### src/rtl/johnson_pkg.sv
// Shared types and helpers for the Johnson-code monitors.
package johnson_pkg;

  typedef enum logic [1:0] {
    UNLOCKED = 2'd0,
    ACQUIRE  = 2'd1,
    LOCKED   = 2'd2
  } lock_state_t;

  // Index width for a WIDTH-stage Johnson code (2*WIDTH states).
  function automatic int jc_idx_w(input int width);
    return $clog2(2 * width);
  endfunction

endpackage

### src/rtl/johnson_code_check.sv
// Combinational legality check and decode of one Johnson code word.
module johnson_code_check
  import johnson_pkg::*;
#(
  parameter int  WIDTH  = 4,
  localparam int IDX_W  = jc_idx_w(WIDTH),
  localparam int STATES = 2 * WIDTH,
  localparam int CNT_W  = $clog2(WIDTH + 1)
) (
  input  logic [WIDTH-1:0]  jc_in,
  output logic              legal,
  output logic [IDX_W-1:0]  idx,
  output logic [STATES-1:0] onehot
);

  logic [WIDTH-2:0] w_edges;
  logic [CNT_W-1:0] w_trans;
  logic [CNT_W-1:0] w_ones;

  // A legal word has at most one boundary between its run of ones and zeros.
  assign w_edges = jc_in[WIDTH-1:1] ^ jc_in[WIDTH-2:0];

  always_comb begin
    w_trans = '0;
    w_ones  = '0;
    for (int i = 0; i < WIDTH - 1; i++) begin
      w_trans = w_trans + CNT_W'(w_edges[i]);
    end
    for (int i = 0; i < WIDTH; i++) begin
      w_ones = w_ones + CNT_W'(jc_in[i]);
    end
  end

  assign legal = (w_trans <= CNT_W'(1));

  always_comb begin
    if (jc_in[WIDTH-1] || (w_ones == '0)) begin
      idx = IDX_W'(w_ones);
    end else begin
      idx = IDX_W'(STATES - int'(w_ones));
    end
  end

  generate
    for (genvar gi = 0; gi < STATES; gi++) begin : g_onehot
      assign onehot[gi] = legal && (idx == IDX_W'(gi));
    end
  endgenerate

endmodule

### src/rtl/johnson_decoder.sv
// Johnson-code bus monitor: decode, sequence check, lock FSM and error counter.
module johnson_decoder
  import johnson_pkg::*;
#(
  parameter int  WIDTH      = 4,
  parameter int  LOCK_COUNT = 3,
  parameter int  ERR_W      = 8,
  localparam int IDX_W      = jc_idx_w(WIDTH),
  localparam int STATES     = 2 * WIDTH,
  localparam int RUN_W      = $clog2(LOCK_COUNT + 1)
) (
  input  logic              clk,
  input  logic              rst,
  input  logic              en,
  input  logic [WIDTH-1:0]  jc_in,
  input  logic              clr_err,
  output logic [IDX_W-1:0]  idx,
  output logic [STATES-1:0] onehot,
  output logic              valid,
  output logic              illegal,
  output logic              step_err,
  output logic              locked,
  output logic [ERR_W-1:0]  err_count
);

  lock_state_t       r_state;
  lock_state_t       w_state_next;
  logic [RUN_W-1:0]  r_run;
  logic [RUN_W-1:0]  w_run_next;
  logic [IDX_W-1:0]  r_idx;
  logic [STATES-1:0] r_onehot;
  logic              r_valid;
  logic              r_illegal;
  logic              r_step_err;
  logic [ERR_W-1:0]  r_err_count;

  logic              w_legal;
  logic [IDX_W-1:0]  w_idx;
  logic [STATES-1:0] w_onehot;
  logic [IDX_W-1:0]  w_prev_inc;
  logic              w_in_seq;
  logic              w_step;
  logic              w_err;

  johnson_code_check #(.WIDTH(WIDTH)) u_check (
    .jc_in  (jc_in),
    .legal  (w_legal),
    .idx    (w_idx),
    .onehot (w_onehot)
  );

  // r_idx always holds the last legal sample, so it doubles as prev.
  assign w_prev_inc = (r_idx == IDX_W'(STATES - 1)) ? '0 : r_idx + IDX_W'(1);
  assign w_in_seq   = w_legal && (w_idx == w_prev_inc);
  assign w_step     = en && w_legal && (r_state != UNLOCKED) && !w_in_seq;
  assign w_err      = en && (!w_legal || w_step);

  always_ff @(posedge clk) begin
    if (rst) begin
      r_state <= UNLOCKED;
      r_run   <= '0;
    end else begin
      r_state <= w_state_next;
      r_run   <= w_run_next;
    end
  end

  always_comb begin
    w_state_next = r_state;
    w_run_next   = r_run;
    if (en) begin
      case (r_state)
        UNLOCKED: begin
          if (w_legal) begin
            w_state_next = ACQUIRE;
            w_run_next   = RUN_W'(1);
          end
        end
        ACQUIRE: begin
          if (!w_legal) begin
            w_state_next = UNLOCKED;
            w_run_next   = '0;
          end else if (w_in_seq) begin
            w_run_next = r_run + RUN_W'(1);
            if (r_run == RUN_W'(LOCK_COUNT - 1)) begin
              w_state_next = LOCKED;
            end
          end else begin
            w_run_next = RUN_W'(1);
          end
        end
        LOCKED: begin
          if (!w_in_seq) begin
            w_state_next = UNLOCKED;
            w_run_next   = '0;
          end
        end
        default: begin
          w_state_next = UNLOCKED;
          w_run_next   = '0;
        end
      endcase
    end
  end

  always_comb begin
    locked = (r_state == LOCKED);
  end

  always_ff @(posedge clk) begin
    if (rst) begin
      r_idx      <= '0;
      r_onehot   <= '0;
      r_valid    <= 1'b0;
      r_illegal  <= 1'b0;
      r_step_err <= 1'b0;
    end else begin
      r_valid    <= en && w_legal;
      r_illegal  <= en && !w_legal;
      r_step_err <= w_step;
      if (en && w_legal) begin
        r_idx    <= w_idx;
        r_onehot <= w_onehot;
      end
    end
  end

  // A clear coinciding with a fresh error leaves that error counted.
  always_ff @(posedge clk) begin
    if (rst) begin
      r_err_count <= '0;
    end else if (clr_err) begin
      r_err_count <= ERR_W'(w_err);
    end else if (w_err && (r_err_count != '1)) begin
      r_err_count <= r_err_count + ERR_W'(1);
    end
  end

  assign idx       = r_idx;
  assign onehot    = r_onehot;
  assign valid     = r_valid;
  assign illegal   = r_illegal;
  assign step_err  = r_step_err;
  assign err_count = r_err_count;

endmodule

### config.mk
export PLATFORM = sky130hd
export DESIGN_NAME = johnson_decoder
export DESIGN_NICKNAME = d
export VERILOG_FILES = /design/src/rtl/johnson_pkg.sv /design/src/rtl/johnson_code_check.sv /design/src/rtl/johnson_decoder.sv
export SDC_FILE = /design/constraint.sdc
export NUM_CORES = 1
export LEC_CHECK = 0
export BUFFER_PORTS_ARGS = -buffer_cell sky130_fd_sc_hd__clkbuf_2
export CAP_MARGIN = 25
export CORE_ASPECT_RATIO = 0.75
export CORE_MARGIN = 1.5
export CORE_UTILIZATION = 53
export CTS_BUF_LIST = sky130_fd_sc_hd__clkbuf_8 sky130_fd_sc_hd__clkbuf_16
export DETAILED_ROUTE_END_ITERATION = 12
export GPL_TIMING_DRIVEN = 0
export PLACE_DENSITY = 0.85
export SLEW_MARGIN = 20
export SYNTH_ARGS = -nofsm -noshare
export SYNTH_HDL_FRONTEND = slang
export SYNTH_SLANG_ARGS = --single-unit
### constraint.sdc
create_clock -name clk -period 4.6 [get_ports clk]
set_input_delay 0.46 -clock clk [delete_from_list [all_inputs] [get_ports clk]]
set_output_delay 0.46 -clock clk [all_outputs]
set_load 0.01 [all_outputs]
==> results.json <==
{
  "p_per_area_nw_per_um2": 348.6,
  "setup_slack_ns": 1.075,
  "path_common_cell": "ha_1",
  "fin_crit_sh_pct": 76.64,
  "cap_violations": 0,
  "fill_cells": 211,
  "finalHoldViolCount": 0,
  "io_pins": 31,
  "via_count": 1340,
  "synthSimpleGateAreaFrac_pct": 23.69,
  "synth_nets": 183,
  "synthAdderAreaFrac_pct": 9.790,
  "placement.io_buffers": 30,
  "startpoint_type": "input port",
  "crit_family": "adder cells",
  "ys_async_sr_fraction_pct": 0,
  "post_cts_buffers": 0,
  "synth_top_flop_cell": "dfxtp_1",
  "synth.largest_area_cell": "dfxtp_1",
  "worstRegToRegCells": 8,
  "path_max_fanout": 10,
  "cts.repair.resized": 0,
  "worst_pin_slew_ns": 0.4524,
  "endpoint_kind": "register",
  "ir_drop_v": 0.0002814,
  "synth.most_common_cell": "nor2_1",
  "hold_buffers": 0,
  "final_area_um2": 1698,
  "hp-class": "reg -> reg",
  "crit_type": "in -> reg",
  "dieArea_um2": 3025,
  "globalRouteOverflowTotal": 0,
  "finalNetCount": 218,
  "ys_ff_latch": 26,
  "initial_utilization_pct": 55.43,
  "cts_root_buffer": "clkbuf_8",
  "clk_pin_slew_worst_paths_ns": 0.09,
  "insertion_delay_ns": 0.27,
  "status": "completed",
  "drc": 0,
  "synth_edf_count": 0,
  "place_hpwl_mm": 2.606,
  "path_depth": 13,
  "grt_max_degree": 16,
  "fmax_ghz": 0.2837,
  "postRouteAntennaNets": 0,
  "cp.required_ns": 4.81,
  "coreArea_um2": 2582,
  "cts_tree": "built",
  "arrival_ns": 3.73,
  "first_global_vias": 1225,
  "routedWlPerCell_um": 14.27,
  "crit_chain": "clkbuf_2 > ha_1 > fa_1 > ha_1 > inv_1 > ha_1 > ha_1 > o21ai_0 > a21oi_1 > o221ai_4 > o21ai_4 > or4_1 > a21oi_1",
  "post_drt_via_cell_ratio": 5.702,
  "cpMaxStageDelayCell": "or4_1",
  "whs_path_depth": 2,
  "finalMaxSlewViolations": 0,
  "place_area_um2": 1627,
  "synth_mux_area_share_pct": 2.185,
  "syn_inst": 165,
  "skew_ns": 0.002708,
  "dr.pass1.iters": 4,
  "rsz0062_at_grt": "false",
  "slowest_delay_ns": 0.49,
  "synth_top_family_by_area": "simple AND/OR/NAND/NOR gates",
  "synth-xor-area-share_pct": 2.448,
  "leakagePower_nw": 0.7318,
  "core.rowCount": 16,
  "drtIter0Drc": 79,
  "grt_antenna_before_repair": 0,
  "grt_first_pass_wirelength_mm": 5.471,
  "synthTopCellsByArea": "dfxtp_1, nor2_1, ha_1, a21oi_1, fa_1",
  "syn_area_um2": 1431,
  "syn_to_final_growth_pct": 18.62,
  "period_minus_slack_ns": 3.525,
  "synth_cell_type_count": 44,
  "fin_tns_setup_ns": 0,
  "grt_usage_pct": 23.74,
  "post-place-ws_ns": 0.7963,
  "n_antenna_cell": 0,
  "die_w_um": 63.01,
  "drive_gt1_share_pct": 22.11,
  "multi_input_area_um2": 847.1,
  "cts_made_buffers": 3,
  "h-tree-depth": 1,
  "synth_warnings": 0,
  "cts.path.max_buffers": 2,
  "setup_viol_count_final": 0,
  "die_h_um": 48.01,
  "path_buf_inv": 2,
  "syn_avg_cell_area_um2": 8.675,
  "clock-sinks": 26,
  "gp_congestion": 0.8602,
  "yosysSeqAreaShare_pct": 36.36,
  "seq_area_um2": 520.5,
  "synth_compound_area_share_pct": 21.07,
  "wl_mm": 3.354,
  "slew_headroom_pct": 69.84,
  "synthTopCellsByCount": "nor2_1, dfxtp_1, a21oi_1",
  "netlist.area_leader.share_pct": 36.36
}
## through the flow
| step | total power [W] | std cells | utilization [%] | hold slack, ns |
|---|---|---|---|---|
| finish | 0.0005920 | 235 | 65.75 | 0.5031 |
| global route | 0.0006245 | 235 | 65.75 | 0.5219 |
| CTS | 0.0005955 | 235 | 65.75 | 0.5023 |
| detailed placement | 0.0004074 | 231 | 62.98 | 0.4825 |
| global placement | 0.0003967 | 231 | 62.98 | 0.4728 |
| floorplan | 0.0003643 | 165 | - | 0.4720 |
## cell families after synthesis
logic type | Yosys count
AND/OR/NAND/NOR | 67
AO/OA/AOI/OAI | 40
flip-flops | 26
buffers and inverters | 15
adder cells (fa/ha/maj) | 10
XOR/XNOR | 4
multiplexers | 3
## cell type report
class | instances | share of cell area [%]
clock inverters | 1 | 1.769
plain buffers | 8 | 2.211
clock buffers | 3 | 2.432
multi-input cells | 124 | 49.89
well taps | 36 | 2.653
repair buffers | 30 | 8.843
inverters | 7 | 1.548
flip-flops and latches | 26 | 30.66
## path summary, 6_finish.rpt
path / startpoint / to / slack [ns]
worst max-delay path: jc_in[1] / err_count[7]$_SDFFE_PP0P_ / 1.07
worst min-delay path: onehot[0]$_SDFFE_PP0N_ / onehot[0]$_SDFFE_PP0N_ / 0.50
worst max register to register: idx[0]$_SDFFE_PP0N_ / err_count[7]$_SDFFE_PP0P_ / 2.39
worst min register to register: onehot[0]$_SDFFE_PP0N_ / onehot[0]$_SDFFE_PP0N_ / 0.50
## cell usage in the layout, fill, tap and decap left out, drive strengths merged, types with 3 or more instances in the layout
| cell type | Yosys | routed |
|---|---|---|
| nor2 | 27 | 27 |
| dfxtp | 26 | 26 |
| nor3 | 6 | 6 |
| xor2 | 3 | 3 |
| nand2b | 5 | 5 |
| and3 | 3 | 3 |
| clkbuf | 6 | 39 |
| a32oi | 4 | 4 |
| ha | 8 | 8 |
| o21ai | 6 | 6 |
| nand2 | 8 | 8 |
| nand3 | 5 | 5 |
| a22oi | 5 | 5 |
| and2 | 3 | 3 |
| a21oi | 11 | 11 |
| inv | 7 | 7 |
## power by group
group | leakage (nW) | switching, W | total (W) | internal [W]
registers | 0.211 | 0.00000889 | 0.000245 | 0.000236
logic | 0.485 | 0.0000941 | 0.000158 | 0.0000642
clock network | 0.0357 | 0.0000723 | 0.000189 | 0.000116
total | 0.732 | 0.000175 | 0.000592 | 0.000417
## registers in the layout, summed over array words and instances, names as in the netlist
signal     flops
err_count      8
idx            3
illegal        1
onehot         8
r_run          2
r_state        2
step_err       1
valid          1
## routing by layer
metal	routed length (um)	GRT usage (%)
met5	0	0
met4	13	6.667
met3	241	6.824
met2	1629	43.40
met1	1470	28.47
## worst reg2reg max path: stages (launching register included)
cell and delay [ns]:
dfxtp_1 0.36, ha_1 0.23, ha_1 0.30, inv_2 0.04
and3_4 0.15, o221ai_4 0.28, o21ai_4 0.15, or4_1 0.49
a21oi_1 0.15
Power figures use the tool's default switching activity.
